`src/rtl/stream_share_rr2_pkg.sv`:
```
// Shared definitions for the two-requester stream sharing block.
//   src_e    : source tag stored per in-flight item (A or B)
//   rr_pick  : round-robin choice between requesters A and B
package stream_share_rr2_pkg;

    typedef enum logic {
        SRC_A = 1'b0,
        SRC_B = 1'b1
    } src_e;

    // Picks the only valid requester. When both are valid, picks the one
    // that did not win last time. When neither is valid, returns A; the
    // caller qualifies the result with the requester's valid.
    function automatic src_e rr_pick(input logic a_valid, input logic b_valid,
                                     input src_e last_grant);
        src_e pick;
        pick = SRC_A;
        if (a_valid && b_valid) begin
            if (last_grant == SRC_A) pick = SRC_B;
            else                     pick = SRC_A;
        end else if (b_valid) begin
            pick = SRC_B;
        end
        return pick;
    endfunction

endpackage

```
`src/rtl/stream_tag_fifo.sv`:
```
// One-bit-wide tag FIFO recording which requester owns each in-flight item.
// Ports:
//   clk, rst          clock, synchronous active-high reset
//   push, push_tag    write one tag (caller never pushes when full)
//   pop               drop the head tag (caller never pops when empty)
//   head              tag at the read pointer
//   full, empty       occupancy flags
//   count             occupancy, 0..DEPTH
module stream_tag_fifo #(
    parameter int DEPTH = 4
) (
    input  logic                     clk,
    input  logic                     rst,
    input  logic                     push,
    input  logic                     push_tag,
    input  logic                     pop,
    output logic                     head,
    output logic                     full,
    output logic                     empty,
    output logic [$clog2(DEPTH):0]   count
);

    localparam int AW = $clog2(DEPTH);
    localparam logic [AW:0] FULL_COUNT = (AW + 1)'(DEPTH);

    // Pointers carry one extra bit so full and empty differ when the
    // index bits are equal.
    logic [AW:0] wr_ptr_q, wr_ptr_d;
    logic [AW:0] rd_ptr_q, rd_ptr_d;
    logic        mem_q [DEPTH];

    // NOTE: every combinational output is given a default first, so no
    // path through the block leaves it unassigned and no latch is inferred.
    always_comb begin
        wr_ptr_d = wr_ptr_q;
        rd_ptr_d = rd_ptr_q;
        if (push) wr_ptr_d = wr_ptr_q + 1'b1;
        if (pop)  rd_ptr_d = rd_ptr_q + 1'b1;
    end

    // NOTE: state uses non-blocking assignments so every flop samples the
    // pre-edge values regardless of statement order.
    always_ff @(posedge clk) begin
        if (rst) begin
            wr_ptr_q <= '0;
            rd_ptr_q <= '0;
        end else begin
            wr_ptr_q <= wr_ptr_d;
            rd_ptr_q <= rd_ptr_d;
        end
    end

    // NOTE: tag storage is not reset; an entry is only read after it has
    // been written, and the pointers alone define what is valid.
    always_ff @(posedge clk) begin
        if (push) mem_q[wr_ptr_q[AW-1:0]] <= push_tag;
    end

    assign count = wr_ptr_q - rd_ptr_q;
    assign full  = (count == FULL_COUNT);
    assign empty = (wr_ptr_q == rd_ptr_q);
    assign head  = mem_q[rd_ptr_q[AW-1:0]];

endmodule

```
`src/rtl/stream_share_rr2.sv`:
```
// Shares one in-order stream worker between two requester streams A and B.
// A round-robin arbiter feeds the worker; a tag FIFO remembers the source of
// every accepted item so each worker result is routed back to its owner.
// Both paths are pure combinational forwarding (zero added latency).
// Ports:
//   clk, rst                          clock, synchronous active-high reset
//   a_in/_valid/_ready                requester A input stream
//   b_in/_valid/_ready                requester B input stream
//   w_in/_valid/_ready                stream into the worker
//   w_out/_valid/_ready               stream out of the worker
//   a_out/_valid/_ready               results returned to A
//   b_out/_valid/_ready               results returned to B
//   inflight                          items currently inside the worker
//   err_orphan                        sticky: worker output with no tag
module stream_share_rr2
    import stream_share_rr2_pkg::*;
#(
    parameter int WIDTH     = 8,
    parameter int TAG_DEPTH = 4
) (
    input  logic                         clk,
    input  logic                         rst,
    input  logic [WIDTH-1:0]             a_in,
    input  logic                         a_in_valid,
    output logic                         a_in_ready,
    input  logic [WIDTH-1:0]             b_in,
    input  logic                         b_in_valid,
    output logic                         b_in_ready,
    output logic [WIDTH-1:0]             w_in,
    output logic                         w_in_valid,
    input  logic                         w_in_ready,
    input  logic [WIDTH-1:0]             w_out,
    input  logic                         w_out_valid,
    output logic                         w_out_ready,
    output logic [WIDTH-1:0]             a_out,
    output logic                         a_out_valid,
    input  logic                         a_out_ready,
    output logic [WIDTH-1:0]             b_out,
    output logic                         b_out_valid,
    input  logic                         b_out_ready,
    output logic [$clog2(TAG_DEPTH):0]   inflight,
    output logic                         err_orphan
);

    src_e last_grant_q, last_grant_d;
    logic lock_q, lock_d;
    src_e locked_src_q, locked_src_d;
    logic err_orphan_q, err_orphan_d;

    logic fifo_full, fifo_empty, fifo_head;
    logic issue_fire, ret_fire;
    logic can_issue, ret_ok, grant_valid;
    src_e grant, head_src;

    stream_tag_fifo #(.DEPTH(TAG_DEPTH)) u_tag_fifo (
        .clk      (clk),
        .rst      (rst),
        .push     (issue_fire),
        .push_tag (grant),
        .pop      (ret_fire),
        .head     (fifo_head),
        .full     (fifo_full),
        .empty    (fifo_empty),
        .count    (inflight)
    );

    assign head_src = src_e'(fifo_head);

    // Issue side. Gating on the registered full flag means a same-cycle pop
    // does not open a slot until the next cycle.
    always_comb begin
        can_issue = !fifo_full && !rst;
        // A stalled offer stays pinned to its requester until accepted.
        if (lock_q) grant = locked_src_q;
        else        grant = rr_pick(a_in_valid, b_in_valid, last_grant_q);
        grant_valid = (grant == SRC_A) ? a_in_valid : b_in_valid;

        w_in       = (grant == SRC_A) ? a_in : b_in;
        w_in_valid = can_issue && grant_valid;
        a_in_ready = can_issue && (grant == SRC_A) && w_in_ready;
        b_in_ready = can_issue && (grant == SRC_B) && w_in_ready;
        issue_fire = w_in_valid && w_in_ready;
    end

    // Return side: the head tag steers the single worker output.
    always_comb begin
        ret_ok      = !fifo_empty && !rst;
        a_out       = w_out;
        b_out       = w_out;
        a_out_valid = w_out_valid && ret_ok && (head_src == SRC_A);
        b_out_valid = w_out_valid && ret_ok && (head_src == SRC_B);
        w_out_ready = ret_ok && ((head_src == SRC_A) ? a_out_ready : b_out_ready);
        ret_fire    = w_out_valid && w_out_ready;
    end

    always_comb begin
        last_grant_d = last_grant_q;
        lock_d       = lock_q;
        locked_src_d = locked_src_q;
        err_orphan_d = err_orphan_q || (w_out_valid && fifo_empty);
        if (issue_fire) begin
            last_grant_d = grant;
            lock_d       = 1'b0;
        end else if (w_in_valid) begin
            lock_d       = 1'b1;
            locked_src_d = grant;
        end
    end

    always_ff @(posedge clk) begin
        if (rst) begin
            last_grant_q <= SRC_B;   // A wins the first tie after reset
            lock_q       <= 1'b0;
            locked_src_q <= SRC_A;
            err_orphan_q <= 1'b0;
        end else begin
            last_grant_q <= last_grant_d;
            lock_q       <= lock_d;
            locked_src_q <= locked_src_d;
            err_orphan_q <= err_orphan_d;
        end
    end

    assign err_orphan = err_orphan_q;

endmodule
```
`config.mk`:
```
export PLATFORM = sky130hd
export DESIGN_NAME = stream_share_rr2
export DESIGN_NICKNAME = d
export VERILOG_FILES = /design/src/rtl/stream_share_rr2_pkg.sv /design/src/rtl/stream_tag_fifo.sv /design/src/rtl/stream_share_rr2.sv
export SDC_FILE = /design/constraint.sdc
export NUM_CORES = 1
export LEC_CHECK = 0
export CAP_MARGIN = 0
export CORE_MARGIN = 2
export CORE_UTILIZATION = 41
export CTS_BUF_LIST = sky130_fd_sc_hd__clkbuf_8 sky130_fd_sc_hd__clkbuf_16
export DETAILED_ROUTE_END_ITERATION = 8
export PLACE_DENSITY = 0.91
export SLEW_MARGIN = 5
export SYNTH_ARGS = -nofsm -noshare
export SYNTH_HDL_FRONTEND = slang
export SYNTH_SLANG_ARGS = --single-unit
```
`constraint.sdc`:
```
create_clock -name clk -period 3.7 [get_ports clk]
set_input_delay 0.74 -clock clk [delete_from_list [all_inputs] [get_ports clk]]
set_output_delay 0.74 -clock clk [all_outputs]
set_load 0.1 [all_outputs]
```
# After elaboration in Yosys (flattened, before gate mapping)
# Memory sizes are Yosys's and may differ from the RTL's. A register that Yosys moved wholly into a read port is not among the register bits.
# Index checks and enable logic that the tools add are counted.
# totals
ff_bits	10
ramBits	4
mem_count	1
# classes
addsub	3
eq_ne	2
muxes	11
bitwise	3
n_reduce_logical	21
# memory_table
name	words	width	read_ports	rd_clocked_by_memory_dff	wr	line	source
u_tag_fifo.mem_q	4	1	1	1	1	stream_tag_fifo.sv:30	logic mem_q [DEPTH];
# ops
cell	count
1-bit logical AND	15
1-bit 2-to-1 mux	8
8-bit 2-to-1 mux	1
3-bit by 1-bit adder with 3-bit output (second input constant)	2
2-bit 2-to-1 mux	2
3-bit equality test	1
3-bit equality test (second input constant)	1
1-bit logical NOT	3
1-bit inverter	3
3-bit subtractor	1
2-bit AND reduction	1
2-bit OR reduction	1
1-bit logical OR	1

# Longest topological paths before layout
# depth
word_depth	8
mapped_depth	7
ltp_nobuf	7

# Cells and area by module
# From an unflattened synthesis, not the netlist that was laid out.
# unflattened
cells_unflattened	132
hier_area_um2	1129.8
# by_module_without_submodules
mod	instances	cells_per_inst	area_each_um2	seq_area_each_um2
stream_tag_fifo	1	52	611.8	280.3
stream_share_rr2	1	80	518.0	80.1

# Least setup slack after synthesis
# OpenSTA, ideal clock, no wires.
# synth_timing
path_type	flip-flop to output port
startpoint	reg u_tag_fifo.wr_ptr_q[0]
endpoint	out w_in_valid
arrival_ps	3916
t_required_ps	2960
slack_ps	-956
path_stages_with_launch	7
cell_sequence	dfxtp_1 > inv_1 > ha_1 > fa_1 > xor3_2 > and3_2 > nor3_1
# synth_via
elab_chain_cells	5
# synth_rtl
element	line	source
from (decl)	stream_tag_fifo.sv:28	logic [AW:0] wr_ptr_q, wr_ptr_d;
from (signal assigned)	stream_tag_fifo.sv:48	wr_ptr_q <= wr_ptr_d;
3-bit subtractor	stream_tag_fifo.sv:59	assign count = wr_ptr_q - rd_ptr_q;
net inflight[2]	stream_share_rr2.sv:41	output logic [$clog2(TAG_DEPTH):0] inflight,
3-bit equality test	stream_tag_fifo.sv:60	assign full = (count == FULL_COUNT);
1-bit logical NOT	stream_share_rr2.sv:72	can_issue = !fifo_full && !rst;
1-bit logical AND	stream_share_rr2.sv:72	
1-bit logical AND	stream_share_rr2.sv:79	w_in_valid = can_issue && grant_valid;
to (decl)	stream_share_rr2.sv:30	output logic w_in_valid,
# The timed path passes the listed nets, and every way through them passes these cells.

# Worst setup path in the final report
# layout_timing
startpoint	reg u_tag_fifo.wr_ptr_q[0]
endpoint	out b_in_ready
# layout_via
elab_chain_cells	6
# layout_rtl
element	line	source
3-bit subtractor	stream_tag_fifo.sv:59	
3-bit equality test	stream_tag_fifo.sv:60	
1-bit logical NOT	stream_share_rr2.sv:72	
1-bit logical AND	stream_share_rr2.sv:72	
1-bit logical AND (2 in series)	stream_share_rr2.sv:81	b_in_ready = can_issue && (grant == SRC_B) && w_in_ready;
to (decl)	stream_share_rr2.sv:28	output logic b_in_ready,
# Every way passes these cells.

==> qor.txt <==
number of H-tree levels = 1
IO buf count = 41
reg2reg setup slack = 1300 ps
Critical Path RT = 2960 ps
CP Depth = 7
EDFF count, synth = 4
Top delay family on crit path = adder cells
hold_sp = err_orphan
Avg Cell Area, Syn = 9.891 µm²
top-area cell type share of the netlist area = 20.94%
nets@finish = 184
area delta synth->final = 43.51%
storage element area = 360.3 µm²
n_diodes = 0
post-route setup TNS = 0 ps
initial drt markers = 17
sequential area share after synthesis = 31.41%
reg-to-reg startpoint = u_tag_fifo.wr_ptr_q[0]
critical path class = flip-flop to output port
met2 Use GR = 32.35%
Setup crit end = b_in_ready
Synth area leaders = dfxtp_1 21%, buf_4 10%, edfxtp_1 10%
IO Pins = 66
WP buf/inv = 2
hpwl dp = 2224 µm
worst slew pin tran = 979.8 ps
crit path max fanout = 5
Global Route met1 Usage = 16.62%
top post-synthesis cells by count = 16 x buf_4, 12 x dfxtp_1, 12 x inv_1
PwrDens = 420.3 nW/µm²
drt wl/cell = 15.02 µm
crit start category = flip-flop
Fillers = 226
largest net degree at the start of global routing = 12
hold crit path type = flip-flop to flip-flop
flops & latches, synth = 16
die area = 3238 µm²
Crit path largest cell delay = 470 ps
placed insts = 170
Max-slew headroom = 34.48%
row cnt = 19
Final Non-Filler Cells = 174
initial antenna violation count = 0
yosys warns = 0
maximum root-to-sink buffer count = 2
syn_nets = 156
M3 GR Usage = 6.912%
RSZ-0062 raised after global routing = no
Max IR drop VDD = 0.3118 mV
Total Wirelength = 2613 µm
status = finished clean
Crit path arrival time = 2520 ps
final slew viol count = 0
post-synth cell types = 37
DRC errors left = 0
CTS buffer count = 3
asr flop ratio synth = 0%
drt pass-1 iters = 4
Multi-input gate area = 616.8 µm²
Crit. Startpoint = u_tag_fifo.wr_ptr_q[0]
Max Freq = 306.8 MHz
fin crit share = 88.10%
via/cell ratio = 5.368
TritonCTS clock tree = done
post-route minimum period = 3260 ps
FF-to-FF path depth = 7
via count = 934
global-route wire length before repair = 4340 µm
Post-Route Skew = 8.857 ps
core area = 2710 µm²
die width = 56.90 µm
area leader, netlist = dfxtp_1
Die Ht = 56.90 µm
worst reg2reg endpoint = u_tag_fifo.mem_q[0]
Mapped Area = 1147 µm²
Antenna Nets Post-Route = 0
max-cap viol count = 0
Sink Count = 16
Leak Pwr = 0.0006916 µW
fraction of layout cells with a size suffix above 1 = 28.67%
Root Driver = clkbuf_8
Post-CTS Setup Bufs = 0
CP max-delay cell = a311o_4
PostCTS Resize Cnt = 0
RD Place Congestion = 0.7937
total grt overflow = 0
Final setup violation count = 0
worst skew pair latency = 260 ps
critical path, cell by cell = inv_1 -> ha_1 -> fa_1 -> xor3_2 -> a311o_4 -> nor2_1 -> buf_12
Hold Buf Count CTS = 0
Starting Density = 42.34%
gr usage total = 17.67%
top-count cell post-synth = buf_4
cells after synthesis = 116
Final Hold Vio Count = 0
Reg clk slew, reported paths = 70 ps
top_reg_cell synth = dfxtp_1
CP Capture Type = output port
vias in the first global route = 1011
gr busiest metal = met2
-- tightest hold or removal path: cells and delay by family (launching register included) --
kind	cells	cell delay (ps)
and+or+nand+nor	1	80
AOI/OAI and AO/OA	1	50
DFF	1	340
-- metal layers --
| layer | vias to the layer above | wire [µm] | share of wire [%] |
|---|---|---|---|
| met2 | 54 | 1415 | 54 |
| met1 | 433 | 858 | 33 |
| met5 | - | 0 | 0 |
| li1 | 440 | - | - |
| met4 | 0 | 72 | 2.8 |
| met3 | 7 | 267 | 10 |
-- stage by stage --
step	total power [µW]	utilization, %	hold WS (ps)	instance area, µm²	setup WS, ps
3_5_place_dp	539.0	58.73	485.5	1592	432.5
6_report	692.1	60.76	498.6	1647	440.3
3_3_place_gp	531.8	58.73	449.7	1592	567.3
2_1_floorplan	505.3	-	447.2	1157	-344.8
5_1_grt	713.8	60.76	539.9	1647	302.2
4_1_cts	694.7	60.76	501.0	1647	412.6
-- report_power, final --
part / leakage [µW] / switching [µW] / internal (µW)
Combinational: 0.000528 / 217 / 118
Clock: 0.0000288 / 62.8 / 94.6
Sequential: 0.000135 / 9.32 / 190
-- cell families after synthesis --
logic type	share of synthesized area (%)
mux	15.49
xor+xnor	2.944
compound gates	11.23
buf+inv	15.70
flops	31.41
simple gates	13.85
fa+ha+maj	9.378
-- cells in the final DEF, fill, tap and decap left out, drive strengths merged --
| master | count |
|---|---|
| nand2 | 5 |
| nor3 | 4 |
| nand2b | 1 |
| o21ai | 2 |
| inv | 12 |
| a21o | 1 |
| fa | 1 |
| mux2i | 5 |
| nor2 | 9 |
| xnor2 | 1 |
| nand3 | 2 |
| o41ai | 1 |
| xor3 | 1 |
| and3 | 3 |
| a21oi | 4 |
| a31o | 1 |
| o311ai | 1 |
| o311a | 1 |
| dfxtp | 12 |
| or3 | 1 |
| a31oi | 1 |
| mux2 | 9 |
| a221o | 1 |
| clkbuf | 4 |
| ha | 7 |
| edfxtp | 4 |
| o21a | 1 |
| buf | 17 |
| a311o | 2 |
| mux4 | 1 |
| clkdlybuf4s50 | 24 |
| and2 | 4 |
-- worst min path at each step --
stage,to,slack [ps],depth (start not counted)
final,err_orphan,500,2
after global routing,u_tag_fifo.wr_ptr_q[2],540,2
after CTS,err_orphan,500,2
after detailed placement,err_orphan,490,2
after global placement,err_orphan,450,2
after floorplan,last_grant_q,450,1
-- area by class of cell --
cell class | count | area share, %
clock buffers | 4 | 3.343
inverters | 12 | 2.736
multi-input cells | 70 | 37.46
flip-flops and latches | 16 | 21.88
well taps | 31 | 2.356
repair buffers | 41 | 32.22
Power figures use the tool's default switching activity.
==> patch 1: new RTL, same settings <==
Put one more register stage on the output `err_orphan`. The value now appears one clock later. The other outputs are not delayed to match.
--- a/src/rtl/stream_share_rr2.sv
+++ b/src/rtl/stream_share_rr2.sv
@@ -123,3 +123,5 @@
 
-    assign err_orphan = err_orphan_q;
+    always_ff @(posedge clk) begin
+        err_orphan <= err_orphan_q;
+    end
 
Check against the original RTL: not equivalent (Yosys sat finds a counterexample within 4 cycles, from zero or initial values and one cycle with rst high).
==> patch 1 against the original RTL <==
- worst hold slack worse by 0.15 ns
- area after synthesis is 1.7% higher
- sequential cell count is 1 higher
- sequential power is 6% higher
- utilization hardly changed
- highest routed layer unchanged
- count of clock-buffer cells in the layout is 1 lower
- non-clock buffer count stayed put
- wire length is 4.1% lower
- cell area is 0.84% higher
- power is 0.67% lower
- largest cell class unchanged
- critical path depth stayed put
- worst setup slack better by 0.0082 ns
- clock power is 9.6% lower
==> patch 1: results (changes against the original RTL) <==
metric;value;unit;change
yosysSeqAreaShare;32.6;%;was 31.4%
post_cts_buffers;0;;unchanged
antenna_found_initial;0;;unchanged
first_global_vias;1028;;was 1,011
critical_path_class;register to output pin;;unchanged
via_per_inst;5.39;;was 5.37
hp-class;register to register;;unchanged
postCtsHoldBufs;0;;unchanged
critical_path.top_delay_family;adder cells;;unchanged
clock-root-buffer;clkbuf_8;;unchanged
routabilityCongestion;0.800;;was 0.794
clk_latency;0.26;ns;about the same
antenna_cells;0;;unchanged
critPathSlowestCell;a311o_4;;unchanged
peakVddDrop;0.428;mV;was 0.312 mV
worst_pin_slew;0.956;ns;was 0.980 ns
power.switching;0.000291;W;was 0.000289 W
crit_path_max_incr_delay;0.46;ns;
hold_start;err_orphan_q$_SDFF_PP0_;;was err_orphan$_SDFF_PP0_
grt_pass1_wl;4350;um;was 4340 um
cts_resized;0;;unchanged
synth-edff-count;4;;unchanged
yosysUniqueCellTypes;37;;unchanged
outcome;completed;;unchanged
p_leak;0.693;nW;was 0.692 nW
synth_fp_nets;157;;was 156
cts_inserted_buffers;3;;unchanged
drt_iter0_drc;25;;was 17
crit_path_start;u_tag_fifo.wr_ptr_q[0]$_SDFFE_PP0P_;;unchanged
grt_usage;17.5;%;was 17.7%
htreeDepth;1;;unchanged
async_flop_share;0;%;unchanged
synth_ff_type;dfxtp_1;;unchanged
critPathMaxFanout;5;;unchanged
clk_path_buf_depth;2;;unchanged
drive_gt1_share;28.5;%;was 28.7%
yosys-top-cells-count;buf_4 (16), dfxtp_1 (13), inv_1 (12);;was buf_4 (16), dfxtp_1 (12), inv_1 (12)
nets;185;;was 184
post_drt_wl_per_cell;14.3;um;was 15.0 um
io_buffers;41;;unchanged
synthTopCellsByArea;dfxtp_1 (22%), buf_4 (10%), edfxtp_1 (10%), mux2_2 (8.7%), ha_1 (7.5%);;was dfxtp_1 (21%), buf_4 (10%), edfxtp_1 (10%), mux2_2 (8.8%), ha_1 (7.6%)
clk_pin_slew;0.07;ns;about the same
arrival;2.51;ns;was 2.52 ns
dp_worst_setup_slack;0.447;ns;was 0.432 ns
dr.pass1.iters;4;;unchanged
final.setup_skew;0.00289;ns;was 0.00886 ns
grt_max_degree;12;;unchanged
yosys_warnings;0;;unchanged
hpwl;2130;um;was 2220 um
==> patch 1: power groups by stage <==
stage               clock, W  combinational, W  sequential, W
floorplan                  0          0.000294       0.000224
global placement           0          0.000330       0.000215
detailed placement         0          0.000336       0.000215
CTS                 0.000147          0.000336       0.000211
global route        0.000155          0.000351       0.000213
finish              0.000142          0.000334       0.000211
==> patch 1: layer usage <==
| layer | part of all wire (%) | vias to the layer above | track usage [%] |
|---|---|---|---|
| li1 | - | 444 | - |
| met1 | 33 | 443 | 16.1 |
| met2 | 57 | 41 | 34.7 |
| met3 | 7.7 | 15 | 5.22 |
| met4 | 2.4 | 0 | 7.31 |
| met5 | 0 | - | 0 |
==> patch 1: kinds of logic after synthesis <==
group,share of synthesized area [%]
multiplexers,15.2
AO/OA/AOI/OAI,11.0
flip-flops,32.6
buffers and inverters,15.4
adder cells (fa/ha/maj),9.22
XOR/XNOR,2.89
AND/OR/NAND/NOR,13.6
==> patch 1: cell type report <==
cell class,instances,area (um2)
fill,227,1070
inverter,12,45.0
clock buffer,3,41.3
clock inverter,1,7.51
timing repair buffer,41,531
multi-input combinational,70,617
tap,31,38.8
sequential,17,380
==> patch 1: worst register-to-register path, cell delays in order (launching register included) <==
cell and delay (ns):
dfxtp_1 0.40, inv_1 0.11, ha_1 0.20, fa_1 0.37, xor3_2 0.27, a311o_4 0.46
nor2_4 0.14, and2_1 0.15
==> patch 1: path summary, 6_finish.rpt <==
| check | end | slack [ns] | depth (start not counted) |
|---|---|---|---|
| worst min register to register | err_orphan$_DFF_P_ | 0.35 | 0 |
| worst max register to register | u_tag_fifo.mem_q[2]$_DFFE_PP_ | 1.30 | 7 |
| worst max-delay path | a_in_ready | 0.45 | 7 |
| worst min-delay path | err_orphan$_DFF_P_ | 0.35 | 0 |
==> patch 1: per-stage QoR <==
stage | std cells | cell area [um2]
6_report | 175 | 1660
5_1_grt | 175 | 1660
4_1_cts | 175 | 1660
3_5_place_dp | 171 | 1610
3_3_place_gp | 171 | 1610
2_1_floorplan | 117 | 1180
==> patch 2: new RTL, config.mk and constraints unchanged <==
Without the edit above. Change the parameter `TAG_DEPTH` from 4 to 8.
--- a/src/rtl/stream_share_rr2.sv
+++ b/src/rtl/stream_share_rr2.sv
@@ -18,3 +18,3 @@
     parameter int WIDTH     = 8,
-    parameter int TAG_DEPTH = 4
+    parameter int TAG_DEPTH = 8
 ) (
Interface: changed (resized inflight); port bits go from 66 to 67. No check against the original RTL was run, so the function may have changed too.
==> patch 2 against the original RTL <==
- area after synthesis grew 25%
- power increased by 33%
- clock skew is 0.0026 ns lower
- fmax shrank 4.0%
- sequential cell count is 7 higher
- final cell count increased by 25%
- wire length is 20% higher
- worst setup slack got worse by 0.14 ns
- cell area grew 20%
- synthesized cell count grew 23%
- sequential power increased by 49%
- first-iteration DRC count is 100% higher
- highest routed layer unchanged
==> patch 2: results (changes against the original RTL) <==
metric;value;unit;change
drt_iter0_drc;34;;was 17
nets;210;;was 184
hp-class;register to register;;unchanged
drive_gt1_share;25.1;%;was 28.7%
power.switching;0.000406;W;was 0.000289 W
arrival;2.65;ns;was 2.52 ns
antenna_found_initial;0;;unchanged
p_leak;0.810;nW;was 0.692 nW
synth.avg_cell_area;10.0;um2;was 9.89 um2
io_buffers;42;;was 41
instances_no_fill;217;;was 174
slew_headroom;35.9;%;was 34.5%
use_met1;19.6;%;was 16.6%
use_met3;5.00;%;was 6.91%
dp_worst_setup_slack;0.123;ns;was 0.432 ns
synth-edff-count;8;;was 4
r2r_slack;0.95;ns;was 1.30 ns
synthTopCellsByArea;dfxtp_1 (21%), edfxtp_1 (17%), buf_4 (8.4%), mux2_2 (6.3%), ha_1 (4.4%);;was dfxtp_1 (21%), buf_4 (10%), edfxtp_1 (10%), mux2_2 (8.8%), ha_1 (7.6%)
critPathMaxFanout;8;;was 5
grt.met2_usage;29.0;%;was 32.3%
peakVddDrop;0.261;mV;was 0.312 mV
outcome;completed;;unchanged
dpl_cell_area;1920;um2;was 1590 um2
grt_pass1_wl;5240;um;was 4340 um
grt_max_degree;13;;was 12
top_layer_used;met4;;unchanged
fmax;295;MHz;was 307 MHz
dr_wl_met3;310;um;was 267 um
synth_fp_nets;181;;was 156
worst-r2r-cell-count;8;;was 7
holdWs;0.520;ns;was 0.499 ns
r2r-end;u_tag_fifo.mem_q[2]$_DFFE_PP_;;was u_tag_fifo.mem_q[0]$_DFFE_PP_
critPathSlowestCell;dfxtp_1;;was a311o_4
yosysUniqueCellTypes;42;;was 37
totalWireLength;3140;um;was 2610 um
final.setup_skew;0.00622;ns;was 0.00886 ns
post-place-cells;213;;was 170
via_per_inst;5.21;;was 5.37
first_global_vias;1144;;was 1,011
hold_start;u_tag_fifo.wr_ptr_q[3]$_SDFFE_PP0P_;;was err_orphan$_SDFF_PP0_
wl_met1;1210;um;was 858 um
routabilityCongestion;0.818;;was 0.794
yosysSeqAreaShare;37.7;%;was 31.4%
yosys-top-cells-count;buf_4 (16), dfxtp_1 (15), nor2_1 (14);;was buf_4 (16), dfxtp_1 (12), inv_1 (12)
hpwl;2560;um;was 2220 um
holdPathEnd;u_tag_fifo.wr_ptr_q[3]$_SDFFE_PP0P_;;was err_orphan$_SDFF_PP0_
holdPathStages;1;;was 2
grt_usage;17.1;%;was 17.7%
wl_met2;1590;um;was 1420 um
==> patch 2: kinds of logic after synthesis <==
logic type / share of synthesized area (%)
multiplexers: 17.0
AND/OR/NAND/NOR: 15.7
buffers and inverters: 12.3
XOR/XNOR: 2.35
AO/OA/AOI/OAI: 9.24
flip-flops: 37.7
adder cells (fa/ha/maj): 5.75
==> patch 2: timing repair <==
action                                  4_1_cts  5_1_grt
endpoints found under the hold margin         0        0
gates resized for setup                       0        1
endpoints found under the setup margin        0        1
==> patch 2: worst register-to-register path, stage by stage, from the launching register on <==
cell	delay, ns
dfxtp_1	0.46
inv_1	0.12
ha_1	0.23
fa_1	0.38
xor2_1	0.17
and3_1	0.23
a31oi_4	0.29
nand2_1	0.24
nor3_1	0.31
==> patch 2: how the worst max path moves through the flow <==
stage                                        start         end
2_1_floorplan  u_tag_fifo.wr_ptr_q[0]$_SDFFE_PP0P_  b_in_ready
6_report       u_tag_fifo.wr_ptr_q[0]$_SDFFE_PP0P_  b_in_ready
3_3_place_gp                            a_in_valid  a_in_ready
3_5_place_dp                            a_in_valid  a_in_ready
4_1_cts                                 a_in_valid  a_in_ready
5_1_grt        u_tag_fifo.wr_ptr_q[0]$_SDFFE_PP0P_  b_in_ready
==> patch 2: cell type report <==
type | count | area (um2)
timing repair buffer | 44 | 553
multi-input combinational | 89 | 734
inverter | 11 | 41.3
fill | 281 | 1370
clock inverter | 1 | 3.75
tap | 46 | 57.6
sequential | 23 | 541
clock buffer | 3 | 41.3
==> patch 2: power by group through the flow <==
stage / clock [W] / sequential [W] / combinational [W]
floorplan: 0 / 0.000309 / 0.000397
global placement: 0 / 0.000300 / 0.000468
detailed placement: 0 / 0.000301 / 0.000472
CTS: 0.000151 / 0.000295 / 0.000474
global route: 0.000162 / 0.000299 / 0.000495
finish: 0.000149 / 0.000296 / 0.000472
